`src/rtl/pipe_pkg.sv`:
```
// Shared constants and types for the pipeline-stage register family.
package pipe_pkg;

  localparam logic [31:0] NOP_INST = 32'h00000013;
  localparam int unsigned OCC_W    = 2;

  // Valid bits of the stage encoded as {main, skid}; skid valid implies main valid.
  typedef enum logic [1:0] {
    VS_EMPTY = 2'b00,
    VS_MAIN  = 2'b10,
    VS_BOTH  = 2'b11
  } vstate_e;

  function automatic logic [OCC_W-1:0] occ_count(input logic m, input logic s);
    return {1'b0, m} + {1'b0, s};
  endfunction

endpackage

```
`src/rtl/pipe_stage_ctrl.sv`:
```
// Handshake controller for one pipeline stage: tracks main/skid valid bits and
// produces the load enables and skid-to-main mux select for the datapath.
module pipe_stage_ctrl
  import pipe_pkg::*;
#(
  parameter bit SKID_EN = 1'b1
) (
  input  logic clk,
  input  logic rst,
  input  logic flush,
  input  logic stall,
  input  logic in_valid,
  input  logic out_ready,
  output logic in_ready,
  output logic m_valid,
  output logic s_valid,
  output logic m_load,
  output logic m_sel_skid,
  output logic s_load,
  output logic clear
);

  vstate_e state, state_next;
  logic    acc, pop;

  assign m_valid = state[1];
  assign s_valid = state[0];

  // With the skid entry, ready depends only on registered state.
  assign in_ready = SKID_EN ? (~s_valid & ~stall)
                            : ((~m_valid | out_ready) & ~stall);

  assign acc = in_valid & in_ready & ~flush;
  assign pop = m_valid & out_ready & ~stall & ~flush;

  always_ff @(posedge clk) begin
    if (rst) state <= VS_EMPTY;
    else     state <= state_next;
  end

  always_comb begin
    state_next = state;
    m_load     = 1'b0;
    m_sel_skid = 1'b0;
    s_load     = 1'b0;
    clear      = flush;
    if (flush) begin
      state_next = VS_EMPTY;
    end else begin
      // stall already forces acc=pop=0, so every branch below holds under stall.
      case (state)
        VS_EMPTY: begin
          if (acc) begin
            state_next = VS_MAIN;
            m_load     = 1'b1;
          end
        end
        VS_MAIN: begin
          if (pop) begin
            if (acc) m_load = 1'b1;
            else     state_next = VS_EMPTY;
          end else if (acc && SKID_EN) begin
            state_next = VS_BOTH;
            s_load     = 1'b1;
          end
        end
        VS_BOTH: begin
          if (pop) begin
            state_next = VS_MAIN;
            m_load     = 1'b1;
            m_sel_skid = 1'b1;
          end
        end
        default: state_next = VS_EMPTY;
      endcase
    end
  end

endmodule

```
`src/rtl/pipe_stage_skid.sv`:
```
// Generic valid/ready pipeline stage register with optional skid entry; flush
// turns held entries into RESET_VAL bubbles.
module pipe_stage_skid
  import pipe_pkg::*;
#(
  parameter int unsigned          WIDTH     = 32,
  parameter bit                   SKID_EN   = 1'b1,
  parameter logic [WIDTH-1:0]     RESET_VAL = '0
) (
  input  logic             clk_i,
  input  logic             rst_i,
  input  logic             flush_i,
  input  logic             stall_i,
  input  logic             in_valid_i,
  output logic             in_ready_o,
  input  logic [WIDTH-1:0] in_data_i,
  output logic             out_valid_o,
  input  logic             out_ready_i,
  output logic [WIDTH-1:0] out_data_o,
  output logic [OCC_W-1:0] occ_o
);

  logic             m_valid, s_valid;
  logic             m_load, m_sel_skid, s_load, clear;
  logic [WIDTH-1:0] m_data, s_data;

  pipe_stage_ctrl #(.SKID_EN(SKID_EN)) u_ctrl (
    .clk        (clk_i),
    .rst        (rst_i),
    .flush      (flush_i),
    .stall      (stall_i),
    .in_valid   (in_valid_i),
    .out_ready  (out_ready_i),
    .in_ready   (in_ready_o),
    .m_valid    (m_valid),
    .s_valid    (s_valid),
    .m_load     (m_load),
    .m_sel_skid (m_sel_skid),
    .s_load     (s_load),
    .clear      (clear)
  );

  always_ff @(posedge clk_i) begin
    if (rst_i || clear)  m_data <= RESET_VAL;
    else if (m_load)     m_data <= m_sel_skid ? s_data : in_data_i;
  end

  generate
    if (SKID_EN) begin : g_skid
      always_ff @(posedge clk_i) begin
        if (rst_i || clear) s_data <= RESET_VAL;
        else if (s_load)    s_data <= in_data_i;
      end
    end else begin : g_no_skid
      // s_load can never fire without a skid entry; the mux input is a constant.
      logic s_load_unused;
      assign s_load_unused = s_load;
      assign s_data        = RESET_VAL;
    end
  endgenerate

  assign out_valid_o = m_valid;
  assign out_data_o  = m_data;
  assign occ_o       = occ_count(m_valid, s_valid);

endmodule

```
`config.mk`:
```
export PLATFORM = sky130hd
export DESIGN_NAME = pipe_stage_skid
export DESIGN_NICKNAME = d
export VERILOG_FILES = /design/src/rtl/pipe_pkg.sv /design/src/rtl/pipe_stage_ctrl.sv /design/src/rtl/pipe_stage_skid.sv
export SDC_FILE = /design/constraint.sdc
export NUM_CORES = 1
export LEC_CHECK = 0
export ABC_CLOCK_PERIOD_IN_PS = 4050
export CAP_MARGIN = 20
export CORE_MARGIN = 2
export CORE_UTILIZATION = 53
export CTS_CLUSTER_DIAMETER = 200
export DETAILED_ROUTE_END_ITERATION = 10
export GPL_ROUTABILITY_DRIVEN = 0
export PLACE_DENSITY = 0.95
export RECOVER_POWER = 25
export SKIP_CTS_REPAIR_TIMING = 1
export SYNTH_ARGS = -nofsm -noshare
export SYNTH_HDL_FRONTEND = slang
export SYNTH_SLANG_ARGS = --single-unit
```
`constraint.sdc`:
```
create_clock -name clk_i -period 4.05 [get_ports clk_i]
set_input_delay 1.0125 -clock clk_i [delete_from_list [all_inputs] [get_ports clk_i]]
set_output_delay 1.0125 -clock clk_i [all_outputs]
set_load 0.01 [all_outputs]
```
==> summary.md, run 1 <==
| Metric | Value |
|---|---|
| Multiplexer share of the synthesized area | 0.110 |
| Detailed-route via count | 2614 |
| Crit Path Category | primary input to output pin |
| Slowest CP cell | clkdlybuf4s50_1 |
| Detailed Route WL | 7.44 mm |
| Cell family with most CP delay | buffers and inverters |
| Crit path max fanout | 5 |
| Largest net degree at the start of global routing | 35 |
| Post-route DRC | 0 |
| Post-synth EDFFs | 0 |
| Port Buffers | 73 |
| RSZ-0062 raised after global routing | no |
| Worst setup path start | stall_i |
| Max Clock Freq | 314 MHz |
| Status | complete, no violations |
| Max cap viols | 0 |
| Synth Instances | 322 |
| Most used cell, CP | clkdlybuf4s50_1 |
| Initial Util | 0.547 |
| Reg2reg start | u_ctrl.state[1]$_SDFFE_PP0P_ |
| CP Depth | 3 |
| Sequential element share of the synthesized area | 0.439 |
| Tightest Pin Transition | 0.684 ns |
| Layout cells sized above 1 | 0.156 |
| Crit path DAT | 2.18 ns |
| Via density | 5.63 |
| H-tree levels | 3 |
| R2R cell count | 7 |
| CORE AREA | 5510 um2 |
| GRT Max-Usage Layer | met2 |
| R2R Setup Slk | 1.78 ns |
| Worst-path cell chain | clkdlybuf4s50_1 > nor2_1 > clkdlybuf4s50_1 |
| Mapped Area | 3010 um2 |
| Initial antenna violation count | 0 |
| Die X | 79.4 um |
| Clock-pin slew on the worst setup and hold paths | 0.07 ns |
| Setup TNS | 0 ns |
| Site Rows | 27 |
| Clock Latency Late Sink | 0.34 ns |
| Post-synthesis register bit count | 66 |
| PD cells | 333 nW/um2 |
| Critical path buffers and inverters | 2 |
| Crit. End Element | output pin |
| Max transition margin | 0.544 |
| R2r endpoint | out_data_o[0]$_SDFFE_PP0P_ |
| Yosys cell types | 28 |
| Req. time, crit path | 3.04 ns |
| Syn nets | 365 |
| First-pass GRT wire length | 11.9 mm |
| Hold WC Path Type | flop to flop |
| Final net count | 431 |
| 1st-pass router iterations | 4 |
| Grt met2 use | 0.422 |
| CTS sink count | 66 |
| CTS tree | done |
| Final antenna-violating net count | 0 |
| Startpoint Class | primary input |
| Area Overhead vs Synth | 31.0% |
| CTS max path bufs | 2 |
| Routed len/inst | 16.0 um |
| Fin. max-slew vios | 0 |
| Met1 GRT Util | 0.291 |
| Largest family of logic cells by synthesized area | compound AO/OA/AOI/OAI gates |
| Inserted Diodes | 0 |
| Pre-CTS worst setup slack | 0.685 ns |
| M3 GR Usage | 0.0409 |
| Final worst slack | 0.860 ns |
| IO Count | 74 |
| Initial drt markers | 188 |
| Vias in the first global route | 2588 |
| Die Ht | 79.4 um |
| DP Wirelength | 4.99 mm |
| DIE AREA | 6300 um2 |
| Clock Skew | 0.00330 ns |
| Root Driver | clkbuf_8 |
| Slowest stage delay, CP | 0.54 ns |
| Final setup violation count | 0 |
| Compound-Gate Fraction of Synth Area | 0.249 |
| Hold_sp | s_data[26]$_SDFFE_PP0P_ |
| Adder-Cell Fraction of Synth Area | 0.0208 |
| XOR/XNOR Fraction of Synth Area | 0 |
| Final Hold Fails | 0 |
| Part of the cycle the worst path needs | 0.788 |
| Share of synthesized registers carrying an async set or reset | 0 |
| Congestion Overflow GR | 0 |
| Peak VDD IR | 164 uV |
| Mean Syn Cell Area | 9.35 um2 |
| Ys Warns | 0 |
| Tmin final | 3.19 ns |
| Total CTS buffers | 9 |
| Critical path endpoint | in_ready_o |
| Gr usage total | 0.246 |
| Dominant synthesized flop cell | dfxtp_1 |
| Synth Area in Simple Gates | 0.116 |
| Leak Pwr | 0.00176 uW |
layout by cell type, fill, tap and decap left out:
master           synthesis  layout
nand4bb_1                1       1
mux2i_1                 33      33
nor4b_1                  1       1
nor2_1                   3       2
nor2_2                   0       1
buf_4                    0      10
ha_1                     5       5
a21oi_1                 34      34
nor4b_4                  0       1
o31ai_1                 32      32
a21oi_2                 30      30
a41oi_1                  1       1
clkbuf_1                13       2
or4b_4                   1       1
nand2_1                 68      68
clkinv_2                 0       2
a2111oi_4                1       1
buf_12                   3       1
o221a_1                  1       1
inv_1                    5       5
a211o_1                  1       1
bufinv_16                0       1
and3_1                   1       1
nand3_1                  2       2
clkdlybuf4s50_1          0      48
or2_2                    1       3
clkbuf_8                 0      10
o21ai_0                  2       2
a311oi_1                 1       1
dfxtp_1                 66      66
dlygate4sd3_1            0      25
layout make-up:
type | instances | area [um2]
fillers | 408 | 1560
multi-input cells | 222 | 1500
flip-flops and latches | 66 | 1320
repair buffers | 84 | 826
clock buffers | 12 | 145
well taps | 72 | 90.1
clock inverters | 3 | 40.0
inverters | 5 | 18.8
synth_stat cells (2+ instances only):
cell type | n | share of area
nand3_1 | 2 | 0.0033
o21ai_0 | 2 | 0.0033
mux2i_1 | 33 | 0.11
or2_1 | 2 | 0.0042
buf_2 | 11 | 0.018
a21oi_1 | 34 | 0.057
o31ai_1 | 32 | 0.080
nand2_1 | 68 | 0.085
clkbuf_1 | 13 | 0.016
nor2_1 | 3 | 0.0037
buf_12 | 3 | 0.020
inv_1 | 5 | 0.0062
ha_1 | 5 | 0.021
a21oi_2 | 30 | 0.087
dfxtp_1 | 66 | 0.44
flip-flops by register name, summed over array words and instances (netlist names):
register and count:
out_data_o 32, u_ctrl.state 2, s_data 32
how the worst min path moves through the flow:
stage | end | slack [ns] | depth (start not counted)
5_1_grt | s_data[6]$_SDFFE_PP0P_ | 0.48 | 2
2_1_floorplan | s_data[0]$_SDFFE_PP0P_ | 0.44 | 2
4_1_cts | s_data[6]$_SDFFE_PP0P_ | 0.46 | 2
3_5_place_dp | s_data[6]$_SDFFE_PP0P_ | 0.45 | 2
3_3_place_gp | s_data[30]$_SDFFE_PP0P_ | 0.44 | 2
6_report | s_data[26]$_SDFFE_PP0P_ | 0.45 | 2
routing by layer:
layer / vias up / routed length (um)
met5: - / 0
met4: 0 / 91
li1: 1267 / -
met2: 106 / 3880
met3: 11 / 451
met1: 1230 / 3020
worst reg2reg max path: stages (launching register included):
cell	delay [ns]
dfxtp_1	0.47
ha_1	0.30
nand3_1	0.22
a2111oi_4	0.39
buf_4	0.26
or2_2	0.15
buf_4	0.26
a21oi_1	0.10
kinds of logic after synthesis:
| logic type | after synthesis |
|---|---|
| muxes | 33 |
| and+or+nand+nor | 81 |
| DFF | 66 |
| AOI/OAI and AO/OA | 103 |
| buffers and inverters | 34 |
| adders and majority gates | 5 |
metrics by stage:
| step | utilization | hold slack [ns] | area [um2] | instances | total power (uW) |
|---|---|---|---|---|---|
| 6_report | 0.716 | 0.454 | 3940 | 464 | 1310 |
| 2_1_floorplan | - | 0.436 | 3010 | 322 | 731 |
| 3_5_place_dp | 0.683 | 0.447 | 3760 | 449 | 795 |
| 4_1_cts | 0.716 | 0.456 | 3940 | 464 | 1320 |
| 3_3_place_gp | 0.683 | 0.440 | 3760 | 449 | 792 |
| 5_1_grt | 0.716 | 0.477 | 3940 | 464 | 1350 |
where the power goes:
group          total, uW  internal (uW)  switching [uW]
sequential           660            655            4.97
combinational        121           62.7            58.3
clock                530            296             234
total               1310           1010             298
Note: power is estimated with default switching activity, not from simulation.
==> inputs of run 2 (changes only) <==
--- a/config.mk
+++ b/config.mk
@@ -5,14 +5,14 @@
 export SDC_FILE = /design/constraint.sdc
 export NUM_CORES = 1
 export LEC_CHECK = 0
-export ABC_CLOCK_PERIOD_IN_PS = 4050
+export ABC_CLOCK_PERIOD_IN_PS = 2900
 export CAP_MARGIN = 20
 export CORE_MARGIN = 2
-export CORE_UTILIZATION = 53
+export CORE_UTILIZATION = 44
 export CTS_CLUSTER_DIAMETER = 200
 export DETAILED_ROUTE_END_ITERATION = 10
 export GPL_ROUTABILITY_DRIVEN = 0
-export PLACE_DENSITY = 0.95
+export PLACE_DENSITY = 0.86
 export RECOVER_POWER = 25
 export SKIP_CTS_REPAIR_TIMING = 1
 export SYNTH_ARGS = -nofsm -noshare
==> constraint.sdc (replaced) <==
create_clock -name clk_i -period 2.9 [get_ports clk_i]
set_input_delay 0.725 -clock clk_i [delete_from_list [all_inputs] [get_ports clk_i]]
set_output_delay 0.725 -clock clk_i [all_outputs]
set_load 0.01 [all_outputs]
==> run 2 against run 1 <==
  * Worst setup slack got worse by 0.54 ns
  * Core utilization decreased by 12 points
  * Power increased by 44%
  * Critical endpoint unchanged
==> summary.md, run 2 (same netlist as run 1, synthesis figures left out) <==
| Metric | Value |
|---|---|
| Tightest Pin Transition | 0.633 ns (-0.0520 ns) |
| Initial Util | 0.448 (-0.0986) |
| IO Count | 74 (unchanged) |
| Clock Skew | 0.00540 ns (+0.00210 ns) |
| Root Driver | clkbuf_8 |
| Part of the cycle the worst path needs | 0.890 |
| Cell Area, Placed | 3820 um2 (+1.6%) |
| Routed len/inst | 15.1 um (-6.1%) |
| Die X | 86.7 um (+9.3%) |
| CORE AREA | 6720 um2 (+22%) |
| Vias in the first global route | 2571 (-0.66%) |
| Post-route cell area | 4020 um2 (+2.0%) |
| Most used cell, CP | clkdlybuf4s50_1 |
| DIE AREA | 7520 um2 (+19%) |
| Congestion Overflow GR | 0 (unchanged) |
| Cell family with most CP delay | buffers and inverters |
| Final Hold Fails | 0 (unchanged) |
| Crit Path Category | primary input to output pin |
| Tmin final | 2.58 ns |
| R2R Setup Slk | 0.82 ns (-0.96 ns) |
| Top sig layer | met4 |
| First-pass GRT wire length | 11.9 mm (+0.46%) |
| R2R cell count | 7 (unchanged) |
| DP Wirelength | 4.88 mm (-2.3%) |
| PD cells | 469 nW/um2 (+41%) |
| Final net count | 436 (+1.2%) |
| Req. time, crit path | 2.17 ns (-0.87 ns) |
| Total CTS buffers | 9 (unchanged) |
| Most frequent cells in the layout | nand2_1 (68), dfxtp_1 (66), clkdlybuf4s50_1 (48) |
| WL met2 | 3.51 mm (-9.5%) |
| H-tree levels | 3 (unchanged) |
| 1st-pass router iterations | 4 (unchanged) |
| Fin. max-slew vios | 0 (unchanged) |
| Startpoint Class | primary input |
| Peak VDD IR | 258 uV (+57%) |
| Setup TNS | 0 ns (unchanged) |
| Critical path buffers and inverters | 2 (unchanged) |
| Leak Pwr | 0.00179 uW (+1.4%) |
| Max cap viols | 0 (unchanged) |
| RSZ-0062 raised after global routing | no |
| Crit path DAT | 1.85 ns (-0.33 ns) |
| Crit. End Element | output pin |
| Max Clock Freq | 388 MHz |
| R2r endpoint | out_data_o[17]$_SDFFE_PP0P_ |
| CP Depth | 3 (unchanged) |
| Port Buffers | 73 (unchanged) |
| Via density | 5.38 (-4.5%) |
| CTS max path bufs | 2 (unchanged) |
| Clock Latency Late Sink | 0.35 ns (about the same) |
| Die Ht | 86.7 um (+9.3%) |
| Status | complete, no violations |
| Final antenna-violating net count | 0 (unchanged) |
| Post-route DRC | 0 (unchanged) |
| Critical path endpoint | in_ready_o |
| Detailed Route WL | 7.20 mm (-3.3%) |
| Most common cell after layout, fill and taps aside | nand2_1 |
| Site Rows | 30 (+11%) |
| Initial antenna violation count | 0 (unchanged) |
| Initial drt markers | 116 (-38%) |
| Crit path max fanout | 5 (unchanged) |
| CTS sink count | 66 (unchanged) |
| Layout cells sized above 1 | 0.171 (+0.0152) |
| Max transition margin | 0.572 (+0.0287) |
| Slowest CP cell | clkdlybuf4s50_1 |
| CTS tree | done |
| Largest net degree at the start of global routing | 33 (-5.7%) |
| Final setup violation count | 0 (unchanged) |
| Clock-pin slew on the worst setup and hold paths | 0.06 ns (about the same) |
| Worst setup path start | stall_i |
| Gr usage total | 0.205 (-0.0403) |
| Hold WC Path Type | flop to flop |
| Inserted Diodes | 0 (unchanged) |
| Routed wl met3 | 291 um (-35%) |
| Routed metal-1 wire length | 3.26 mm (+8.2%) |
| Slowest stage delay, CP | 0.54 ns (about the same) |
| Detailed-route via count | 2572 (-1.6%) |
| Worst-path cell chain | clkdlybuf4s50_1 > nor2_1 > clkdlybuf4s50_1 |
| Area Overhead vs Synth | 33.7% |
| Reg2reg start | u_ctrl.state[0]$_SDFFE_PP0P_ |
-- run 2: cell count changes in the layout (fill, tap and decap cells not counted), sizes merged --
cell and change:
clkinv -1, buf +5, clkinvlp +2
-- run 2: how the worst min path moves through the flow --
stage	startpoint	to	slack, ns	cells after the start
detailed placement	s_data[21]$_SDFFE_PP0P_	s_data[21]$_SDFFE_PP0P_	0.45	2
CTS	s_data[21]$_SDFFE_PP0P_	s_data[21]$_SDFFE_PP0P_	0.46	2
global placement	s_data[27]$_SDFFE_PP0P_	s_data[27]$_SDFFE_PP0P_	0.44	2
floorplan	s_data[0]$_SDFFE_PP0P_	s_data[0]$_SDFFE_PP0P_	0.44	2
global route	s_data[14]$_SDFFE_PP0P_	s_data[14]$_SDFFE_PP0P_	0.47	2
finish	s_data[21]$_SDFFE_PP0P_	s_data[21]$_SDFFE_PP0P_	0.45	2
-- run 2: layout make-up --
class	count	area, um2
fillers	545	2700
repair buffers	89	876
inverters	5	18.8
flip-flops and latches	66	1320
clock inverters	4	50.0
clock buffers	12	155
well taps	80	100
multi-input cells	222	1500
-- run 2: metal layers --
| layer | vias up | global-route usage |
|---|---|---|
| li1 | 1275 | - |
| met3 | 11 | 0.0381 |
| met1 | 1212 | 0.260 |
| met2 | 74 | 0.343 |
| met4 | 0 | 0.0852 |
| met5 | - | 0 |
-- run 2: tightest hold or removal path, delay by kind of cell (launching register included) --
family | cells | cell delay (ns)
simple gates | 1 | 0.05
flops | 1 | 0.31
compound gates | 1 | 0.05
-- run 2: metrics by stage --
stage	hold WS [ns]	utilization	total power [uW]	std cells	setup WS (ns)
2_1_floorplan	0.436	-	1020	322	0.763
3_3_place_gp	0.441	0.568	1110	462	0.295
3_5_place_dp	0.446	0.568	1120	462	0.243
4_1_cts	0.455	0.599	1900	478	0.321
5_1_grt	0.474	0.599	1950	478	0.272
6_report	0.454	0.599	1890	478	0.320
-- run 2: where the power goes --
part	total, uW	internal (uW)	switching (uW)
clock	794	443	351
combinational	172	90.8	81.6
sequential	921	914	6.62
